`src/rtl/out_port_uart_tx_if.sv`:
```
// CPU out_port handshake plus UART/FIFO status, shared by the CPU side and the UART sink.
interface out_port_uart_tx_if #(
    parameter int FIFO_DEPTH_LOG2 = 2
) ();
    logic [15:0]              din;
    logic                     din_valid;
    logic                     tx;
    logic                     busy;
    logic                     fifo_full;
    logic                     overflow;
    logic [FIFO_DEPTH_LOG2:0] level;

    modport master (output din, din_valid, input tx, busy, fifo_full, overflow, level);
    modport slave  (input din, din_valid, output tx, busy, fifo_full, overflow, level);
endinterface

```
`src/rtl/out_port_uart_tx.sv`:
```
// Buffers 16-bit CPU out_port words in a small FIFO and sends each word as two
// 8N1 UART bytes, low byte first.
module out_port_uart_tx #(
    parameter int CLKS_PER_BIT    = 16,
    parameter int FIFO_DEPTH_LOG2 = 2
) (
    input  logic              clk,
    input  logic              rst,
    out_port_uart_tx_if.slave bus
);
    localparam int DEPTH  = 1 << FIFO_DEPTH_LOG2;
    localparam int BAUD_W = (CLKS_PER_BIT > 1) ? $clog2(CLKS_PER_BIT) : 1;
    localparam logic [BAUD_W-1:0]        BAUD_LAST  = BAUD_W'(CLKS_PER_BIT - 1);
    localparam logic [FIFO_DEPTH_LOG2:0] LEVEL_FULL = (FIFO_DEPTH_LOG2 + 1)'(DEPTH);

    typedef enum logic [1:0] {IDLE, START, DATA, STOP} state_t;

    state_t                   state_reg, state_next;
    logic [BAUD_W-1:0]        baud_reg, baud_next;
    logic [2:0]               bit_idx_reg, bit_idx_next;
    logic                     byte_sel_reg, byte_sel_next;
    logic                     tx_reg, tx_next;
    logic [15:0]              hold_reg;
    logic [7:0]               cur_byte;

    logic [15:0]              mem [DEPTH];
    logic [FIFO_DEPTH_LOG2-1:0] wr_ptr_reg, rd_ptr_reg;
    logic [FIFO_DEPTH_LOG2:0] level_reg, level_next;
    logic                     fifo_full_reg, overflow_reg;
    logic                     pop, push;

    // A full FIFO still accepts a word when the head leaves on the same edge.
    assign pop  = (state_reg == IDLE) && (level_reg != '0);
    assign push = bus.din_valid && ((level_reg != LEVEL_FULL) || pop);

    always_comb begin
        level_next = level_reg;
        if (push && !pop)
            level_next = level_reg + 1'b1;
        else if (pop && !push)
            level_next = level_reg - 1'b1;
    end

    always_ff @(posedge clk or posedge rst) begin
        if (rst) begin
            wr_ptr_reg    <= '0;
            rd_ptr_reg    <= '0;
            level_reg     <= '0;
            fifo_full_reg <= 1'b0;
            overflow_reg  <= 1'b0;
        end else begin
            if (push)
                wr_ptr_reg <= wr_ptr_reg + 1'b1;
            if (pop)
                rd_ptr_reg <= rd_ptr_reg + 1'b1;
            level_reg     <= level_next;
            fifo_full_reg <= (level_next == LEVEL_FULL);
            if (bus.din_valid && !push)
                overflow_reg <= 1'b1;
        end
    end

    // Storage has no reset; the hold register doubles as the RAM's registered read port.
    always_ff @(posedge clk) begin
        if (push)
            mem[wr_ptr_reg] <= bus.din;
        if (pop)
            hold_reg <= mem[rd_ptr_reg];
    end

    generate
        for (genvar gi = 0; gi < 8; gi++) begin : g_byte_mux
            assign cur_byte[gi] = byte_sel_reg ? hold_reg[8 + gi] : hold_reg[gi];
        end
    endgenerate

    always_ff @(posedge clk or posedge rst) begin
        if (rst) begin
            state_reg    <= IDLE;
            baud_reg     <= '0;
            bit_idx_reg  <= '0;
            byte_sel_reg <= 1'b0;
            tx_reg       <= 1'b1;
        end else begin
            state_reg    <= state_next;
            baud_reg     <= baud_next;
            bit_idx_reg  <= bit_idx_next;
            byte_sel_reg <= byte_sel_next;
            tx_reg       <= tx_next;
        end
    end

    always_comb begin
        state_next    = state_reg;
        baud_next     = baud_reg;
        bit_idx_next  = bit_idx_reg;
        byte_sel_next = byte_sel_reg;
        tx_next       = 1'b1;
        case (state_reg)
            IDLE: begin
                baud_next    = '0;
                bit_idx_next = '0;
                if (pop) begin
                    state_next    = START;
                    byte_sel_next = 1'b0;
                end
            end
            START: begin
                tx_next = 1'b0;
                if (baud_reg == BAUD_LAST) begin
                    state_next   = DATA;
                    baud_next    = '0;
                    bit_idx_next = '0;
                end else begin
                    baud_next = baud_reg + 1'b1;
                end
            end
            DATA: begin
                tx_next = cur_byte[bit_idx_reg];
                if (baud_reg == BAUD_LAST) begin
                    baud_next = '0;
                    if (bit_idx_reg == 3'd7)
                        state_next = STOP;
                    else
                        bit_idx_next = bit_idx_reg + 1'b1;
                end else begin
                    baud_next = baud_reg + 1'b1;
                end
            end
            STOP: begin
                if (baud_reg == BAUD_LAST) begin
                    baud_next = '0;
                    // The high byte follows the low byte's stop bit with no idle gap.
                    if (!byte_sel_reg) begin
                        byte_sel_next = 1'b1;
                        state_next    = START;
                    end else begin
                        state_next = IDLE;
                    end
                end else begin
                    baud_next = baud_reg + 1'b1;
                end
            end
            default: state_next = IDLE;
        endcase
    end

    assign bus.tx        = tx_reg;
    assign bus.busy      = (level_reg != '0) || (state_reg != IDLE);
    assign bus.fifo_full = fifo_full_reg;
    assign bus.overflow  = overflow_reg;
    assign bus.level     = level_reg;
endmodule

```
`src/flat_wrapper.sv`:
```
// flat-port wrapper written by rule: the top's interface ports become plain ports
module out_port_uart_tx_flat 
#(
    parameter int CLKS_PER_BIT    = 16,
    parameter int FIFO_DEPTH_LOG2 = 2
)
  (clk, rst, bus_din, bus_din_valid, bus_tx, bus_busy, bus_fifo_full, bus_overflow, bus_level);
  out_port_uart_tx_if #(.FIFO_DEPTH_LOG2(FIFO_DEPTH_LOG2)) bus_i ();
  input  logic clk;
  input  logic rst;
  input wire logic [$bits(bus_i.din)-1:0] bus_din;
  input wire logic [$bits(bus_i.din_valid)-1:0] bus_din_valid;
  output wire logic [$bits(bus_i.tx)-1:0] bus_tx;
  output wire logic [$bits(bus_i.busy)-1:0] bus_busy;
  output wire logic [$bits(bus_i.fifo_full)-1:0] bus_fifo_full;
  output wire logic [$bits(bus_i.overflow)-1:0] bus_overflow;
  output wire logic [$bits(bus_i.level)-1:0] bus_level;
  assign bus_i.din = bus_din;
  assign bus_i.din_valid = bus_din_valid;
  assign bus_tx = bus_i.tx;
  assign bus_busy = bus_i.busy;
  assign bus_fifo_full = bus_i.fifo_full;
  assign bus_overflow = bus_i.overflow;
  assign bus_level = bus_i.level;
  out_port_uart_tx #(.CLKS_PER_BIT(CLKS_PER_BIT), .FIFO_DEPTH_LOG2(FIFO_DEPTH_LOG2)) u_core (.clk(clk), .rst(rst), .bus(bus_i));
endmodule
```
`config.mk`:
```
export PLATFORM = sky130hd
export DESIGN_NAME = out_port_uart_tx_flat
export DESIGN_NICKNAME = d
export VERILOG_FILES = /design/src/rtl/out_port_uart_tx_if.sv /design/src/rtl/out_port_uart_tx.sv /design/src/flat_wrapper.sv
export SDC_FILE = /design/constraint.sdc
export NUM_CORES = 1
export LEC_CHECK = 0
export BUFFER_PORTS_ARGS = -buffer_cell sky130_fd_sc_hd__buf_2
export CAP_MARGIN = 25
export CORE_MARGIN = 5
export CORE_UTILIZATION = 60
export CTS_BUF_LIST = sky130_fd_sc_hd__clkbuf_8 sky130_fd_sc_hd__clkbuf_16
export DETAILED_ROUTE_END_ITERATION = 10
export PLACE_DENSITY = 0.79
export REMOVE_ABC_BUFFERS = 1
export SLEW_MARGIN = 40
export SYNTH_ARGS = -nofsm -noshare
export SYNTH_HDL_FRONTEND = slang
export SYNTH_SLANG_ARGS = --single-unit
```
`constraint.sdc`:
```
create_clock -name clk -period 2.1 [get_ports clk]
set_input_delay 0.42 -clock clk [delete_from_list [all_inputs] [get_ports clk]]
set_output_delay 0.42 -clock clk [all_outputs]
set_load 0.05 [all_outputs]
```
==> After elaboration in Yosys (flattened, before gate mapping) <==
Memory sizes are Yosys's and may differ from the RTL's. A register that Yosys moved wholly into a read port is not among the register bits.
Cells that the tools add are included.
{ "classes": {"n_addsub": 6, "mul": 0, "div_mod_pow": 0, "n_lt_le_gt_ge": 1, "n_eq_ne": 13, "shifts": 0, "mux": 31, "n_bitwise": 0, "n_reduce_logical": 18} }
{ "op_table": {"columns": ["cell", "n"], "rows": [
  ["$mux 3", 5],
  ["$mux 1", 14],
  ["$mux 2", 5],
  ["$ne 2x1->1 const B", 5],
  ["$pmux 3 s3", 1],
  ["$pmux 2 s4", 1],
  ["$pmux 4 s2", 1],
  ["$add 3x1->3 const B", 2],
  ["$eq 3x3->1 const B", 2],
  ["$reduce_bool 3->1", 2],
  ["$logic_and 1x1->1", 5],
  ["$reduce_and 5->1", 1],
  ["$add 2x1->2 const B", 2],
  ["$add 4x1->4 const B", 1],
  ["$eq 2x2->1 const B", 2],
  ["$eq 4x4->1 const B", 1],
  ["$lt 3x4->1 const B", 1],
  ["$mux 4", 1],
  ["$pmux 1 s2", 2],
  ["$reduce_and 4->1", 1],
  ["$reduce_bool 2->1", 2],
  ["$bmux 1 s3", 1],
  ["$ne 3x3->1 const B", 1],
  ["$reduce_and 3->1", 1],
  ["other kinds (7)", 9]
]} }
{ "totals": {"register_bits": 20, "latchBits": 0, "mem_bits_rw": 64, "romBits": 0, "input_bits": 19, "out_inout_bits": 7, "elab_cells": 80, "n_memories": 1} }
{ "mem_list": {"columns": ["name", "depth", "word_bits", "read_ports", "rd_ports_with_merged_regs", "wr", "line_no", "text"], "rows": [
  ["u_core.mem", 4, 16, 1, 1, 1, "out_port_uart_tx.sv:26", "logic [15:0] mem [DEPTH];"]
]} }

==> Longest topological paths before layout <==
{ "depth": {"depth_word": 9, "ltp_mapped": 7} }

==> Worst setup path before layout <==
OpenSTA, ideal clock, no wires.
{ "synth_timing": {"kind": "reg-to-reg", "from": "reg u_core.level_reg[0] (netlist: u_core.bus.level[0])", "to": "mem u_core.mem[0][0] (enable)", "setup_ps": 374, "t_arrival_ps": 1770, "required_time_ps": 1726, "path_slack_ps": -44, "stages_incl_launch_ff": 5, "n_path_buf": 0, "synth_period_minus_slack_ps": 2144, "cell_sequence": "dfrtp_1 inv_1 ha_1 nand3b_1 and3_1"} }
{ "synth_between": {"elab_chain_cells": 6, "word_cells_on_any_way": 7} }
{ "synth_rtl": {"columns": ["element", "line_no", "text"], "rows": [
  ["start: declaration", "out_port_uart_tx.sv:28", "logic [FIFO_DEPTH_LOG2:0] level_reg, level_next;"],
  ["start signal: assignment", "out_port_uart_tx.sv:56", "level_reg <= level_next;"],
  ["$reduce_bool 3->1", "out_port_uart_tx.sv:33", "assign pop = (state_reg == IDLE) && (level_reg != '0);"],
  ["$logic_and 1x1->1", "out_port_uart_tx.sv:33", null],
  ["$logic_or 1x1->1 *", "out_port_uart_tx.sv:34", "assign push = bus.din_valid && ((level_reg != LEVEL_FULL) || pop);"],
  ["$logic_and 1x1->1 *", "out_port_uart_tx.sv:34", null],
  ["$mux 1 *", "out_port_uart_tx.sv:65", "if (push)"],
  ["$mux 1 (implied by the code) *", "out_port_uart_tx.sv:66", "mem[wr_ptr_reg] <= bus.din;"],
  ["end: declaration", "out_port_uart_tx.sv:26", null]
]} }
Every way passes the cells marked *; elsewhere a longest branch is shown, timed or not.

==> Final worst setup path <==
{ "layout_timing": {"from": "reg u_core.level_reg[0] (netlist: u_core.bus.level[0])", "to": "out bus_busy"} }
{ "layout_between": {"elab_chain_cells": 2} }
{ "layout_rtl": {"columns": ["element", "line_no", "text"], "rows": [
  ["$reduce_bool 3->1", "out_port_uart_tx.sv:149", "assign bus.busy = (level_reg != '0) || (state_reg != IDLE);"],
  ["$logic_or 1x1->1", "out_port_uart_tx.sv:149", null],
  ["end: declaration", "flat_wrapper.sv:14", "output wire logic [$bits(bus_i.busy)-1:0] bus_busy;"]
]} }
Every way passes these cells.

==> results_dict.tcl <==
set metrics [dict create \
    power_leakage_nw 1.77 \
    synth_area_leaders "edfxtp_1 (58%), dfrtp_1 (11%), mux4_2 (8.7%)" \
    cp_top_family "flip-flops" \
    fin_skew_ns 0.00797 \
    synth_xor_xnor_area_share_pct 0.842 \
    ant_nets 0 \
    yosys_warnings 0 \
    final_nets 302 \
    finalHoldViolations 0 \
    min_path_type "in -> async" \
    drtIter0Drc 58 \
    max_freq_mhz 512 \
    rsz0062_at_grt "no" \
    drt_first_pass_iters 4 \
    relSlewSlack_pct 74.5 \
    max_cap_violations 0 \
    ys_ff_latch 100 \
    regArea_mm2 0.00290 \
    final-setup-viol-count 0 \
    n_fill_cell 427 \
    netlist_area_mm2 0.00416 \
    power_density_mw_per_mm2 1450 \
    gp_congestion 0.775 \
    finish.utilization_pct 70.0 \
    numCtsBuffers 9 \
    portBuffers 25 \
    cts_buffer_depth 2 \
    yosysTopAreaCell "edfxtp_1" \
    clock_latency_ns 0.36 \
    crit_chain "inv_2, ha_4, nand2b_2, nor2_2, inv_1, buf_4" \
    slew_violations 0 \
    synthSimpleGateAreaFrac_pct 4.81 \
    netlist.area_leader.share_pct 57.7 \
    critical_path_buf_inv_count 3 \
    synth_compound_area_share_pct 4.36 \
    drive_above_1_share_pct 31.9 \
    final_common_cell "edfxtp_1" \
    required_ns 1.68 \
    worst_pin_slew_ns 0.382 \
    r2r_start "u_core.state_reg[0]" \
    clockRootBuffer "clkbuf_8" \
    antenna_found_initial 0 \
    layout_common_cells "edfxtp_1 (80), buf_2 (24), dfrtp_1 (19)" \
    overflow 0 \
    wl_per_cell_um 19.6 \
    dieArea_mm2 0.00870 \
    dr_total_vias 2100 \
    largest_reg_flops 64 \
    hold_buffers 0 \
    area_delta_synth_final_pct 13.7 \
    grt_pass1_vias 2166 \
    critPathMaxFanout 6 \
    arrival_ns 1.53 \
    synthCells 226 \
    path_clk_slew_ns 0.10 \
    synth.avg_cell_area_um2 18.4 \
    min_period_ns 1.95 \
    synth_ff_type "edfxtp_1" \
    period_share_pct 93.1 \
    synth_cell_types 44 \
    ir_drop_mv 0.758 \
    synth-edff-count 80 \
    synthMuxAreaShare_pct 13.2 \
    n_antenna_cell 0 \
    slowest_stage "dfrtp_1" \
    drc 0 \
    crit_type "reg -> out" \
    yosysSeqAreaShare_pct 69.8 \
    dp.final_hpwl_um 4650 \
    synthArstFlopShare_pct 20.0 \
    startpoint_type "flop" \
    numClockSinks 100 \
    die_h_um 93.3 \
    status "finished clean" \
    cts_tree "built" \
    synth_top_family_by_area "multiplexers" \
    crit_path_start "u_core.bus.level[0]" \
    core_area_mm2 0.00676 \
    multi_input_area_mm2 0.00118 \
    wl_um 6910 \
    io_pins 26 \
    end_kind "output port" \
    initial_core_util_pct 61.6 \
    htreeDepth 3 \
    grt.total_usage_pct 17.8 \
    cpPeakStageDelay_ns 0.42 \
    synthAdderAreaFrac_pct 4.51 \
    grt_pass1_wl_um 11300 \
    via_per_inst 5.95 \
    die_x_um 93.3 \
    placementRows 30 \
    finalSetupTns_ns 0 \
    grt_max_degree 21 \
]
[power by group]
group          switching (mW)  internal, mW
sequential              0.266          2.84
clock                   0.673         0.571
combinational            1.35          1.16
total                    2.29          4.58
[worst register-to-register path: cells and delay by family, from the launching register on]
family,cells,cell delay [ns]
AOI/OAI and AO/OA,3,0.71
DFF,1,0.41
and+or+nand+nor,1,0.23
adders and majority gates,1,0.19
buffers and inverters,1,0.14
[layout make-up]
cell class                 count  area share, %
inverter                      16           1.27
clock buffer                   9           2.62
tap                           80           2.12
sequential                   100           61.4
multi-input combinational    103           25.0
timing repair buffer          38           5.82
clock inverter                 7           1.80
[logic make-up (layout without fill, tap and decap cells)]
group | count (synthesis) | in the layout
DFF | 100 | 100
and+or+nand+nor | 34 | 34
muxes | 28 | 28
buffers and inverters | 23 | 70
AOI/OAI and AO/OA | 22 | 22
adders and majority gates | 15 | 15
xor gates and xnor gates | 4 | 4
[timing repair]
item,CTS,global route
setup buffers,1,1
resized for setup,5,5
gates cloned,0,0
endpoints found under the setup margin,1,1
[cell usage after synthesis, drive strengths merged, types with 3 or more instances]
| master | n |
|---|---|
| nor2b | 3 |
| a21oi | 6 |
| inv | 16 |
| o21bai | 3 |
| nand3 | 4 |
| and3 | 6 |
| mux2 | 3 |
| edfxtp | 80 |
| nor2 | 5 |
| nand2 | 5 |
| mux4 | 20 |
| nor3 | 3 |
| ha | 15 |
| nand3b | 3 |
| xnor2 | 4 |
| buf | 6 |
| mux2i | 5 |
| dfrtp | 19 |
[per-layer routing]
metal	share of wire, %	wire length (µm)	global-route usage, %
met1	43	2950	22.4
met2	52	3580	29.6
met4	1.8	127	5.98
met5	0	0	0
met3	3.6	250	5.47
[per-stage QoR]
| stage | hold slack (ns) | total power, mW | cell area, µm² | setup slack (ns) | std cells |
|---|---|---|---|---|---|
| finish | 0.0706 | 6.87 | 4730 | 0.145 | 353 |
| global route | 0.0844 | 7.27 | 4730 | 0.0252 | 353 |
| CTS | 0.0673 | 6.90 | 4710 | 0.0166 | 352 |
| detailed placement | 0.461 | 5.58 | 4480 | 0.226 | 335 |
| global placement | 0.450 | 5.47 | 4480 | 0.320 | 335 |
| floorplan | 0.383 | 4.80 | 4120 | -0.0435 | 219 |
[path summary, 6_finish.rpt]
path,to,slack (ns),cells after the start
hold reg to reg,u_core.bus.overflow,0.48,1
max in group asynchronous,u_core.bus.tx,1.76,3
setup reg to reg,u_core.bus.fifo_full,0.33,6
min in group clk,u_core.mem[3][2],0.27,1
setup / recovery,bus_busy,0.15,6
hold / removal,u_core.bit_idx_reg[0],0.07,3
Power figures use the tool's default switching activity.
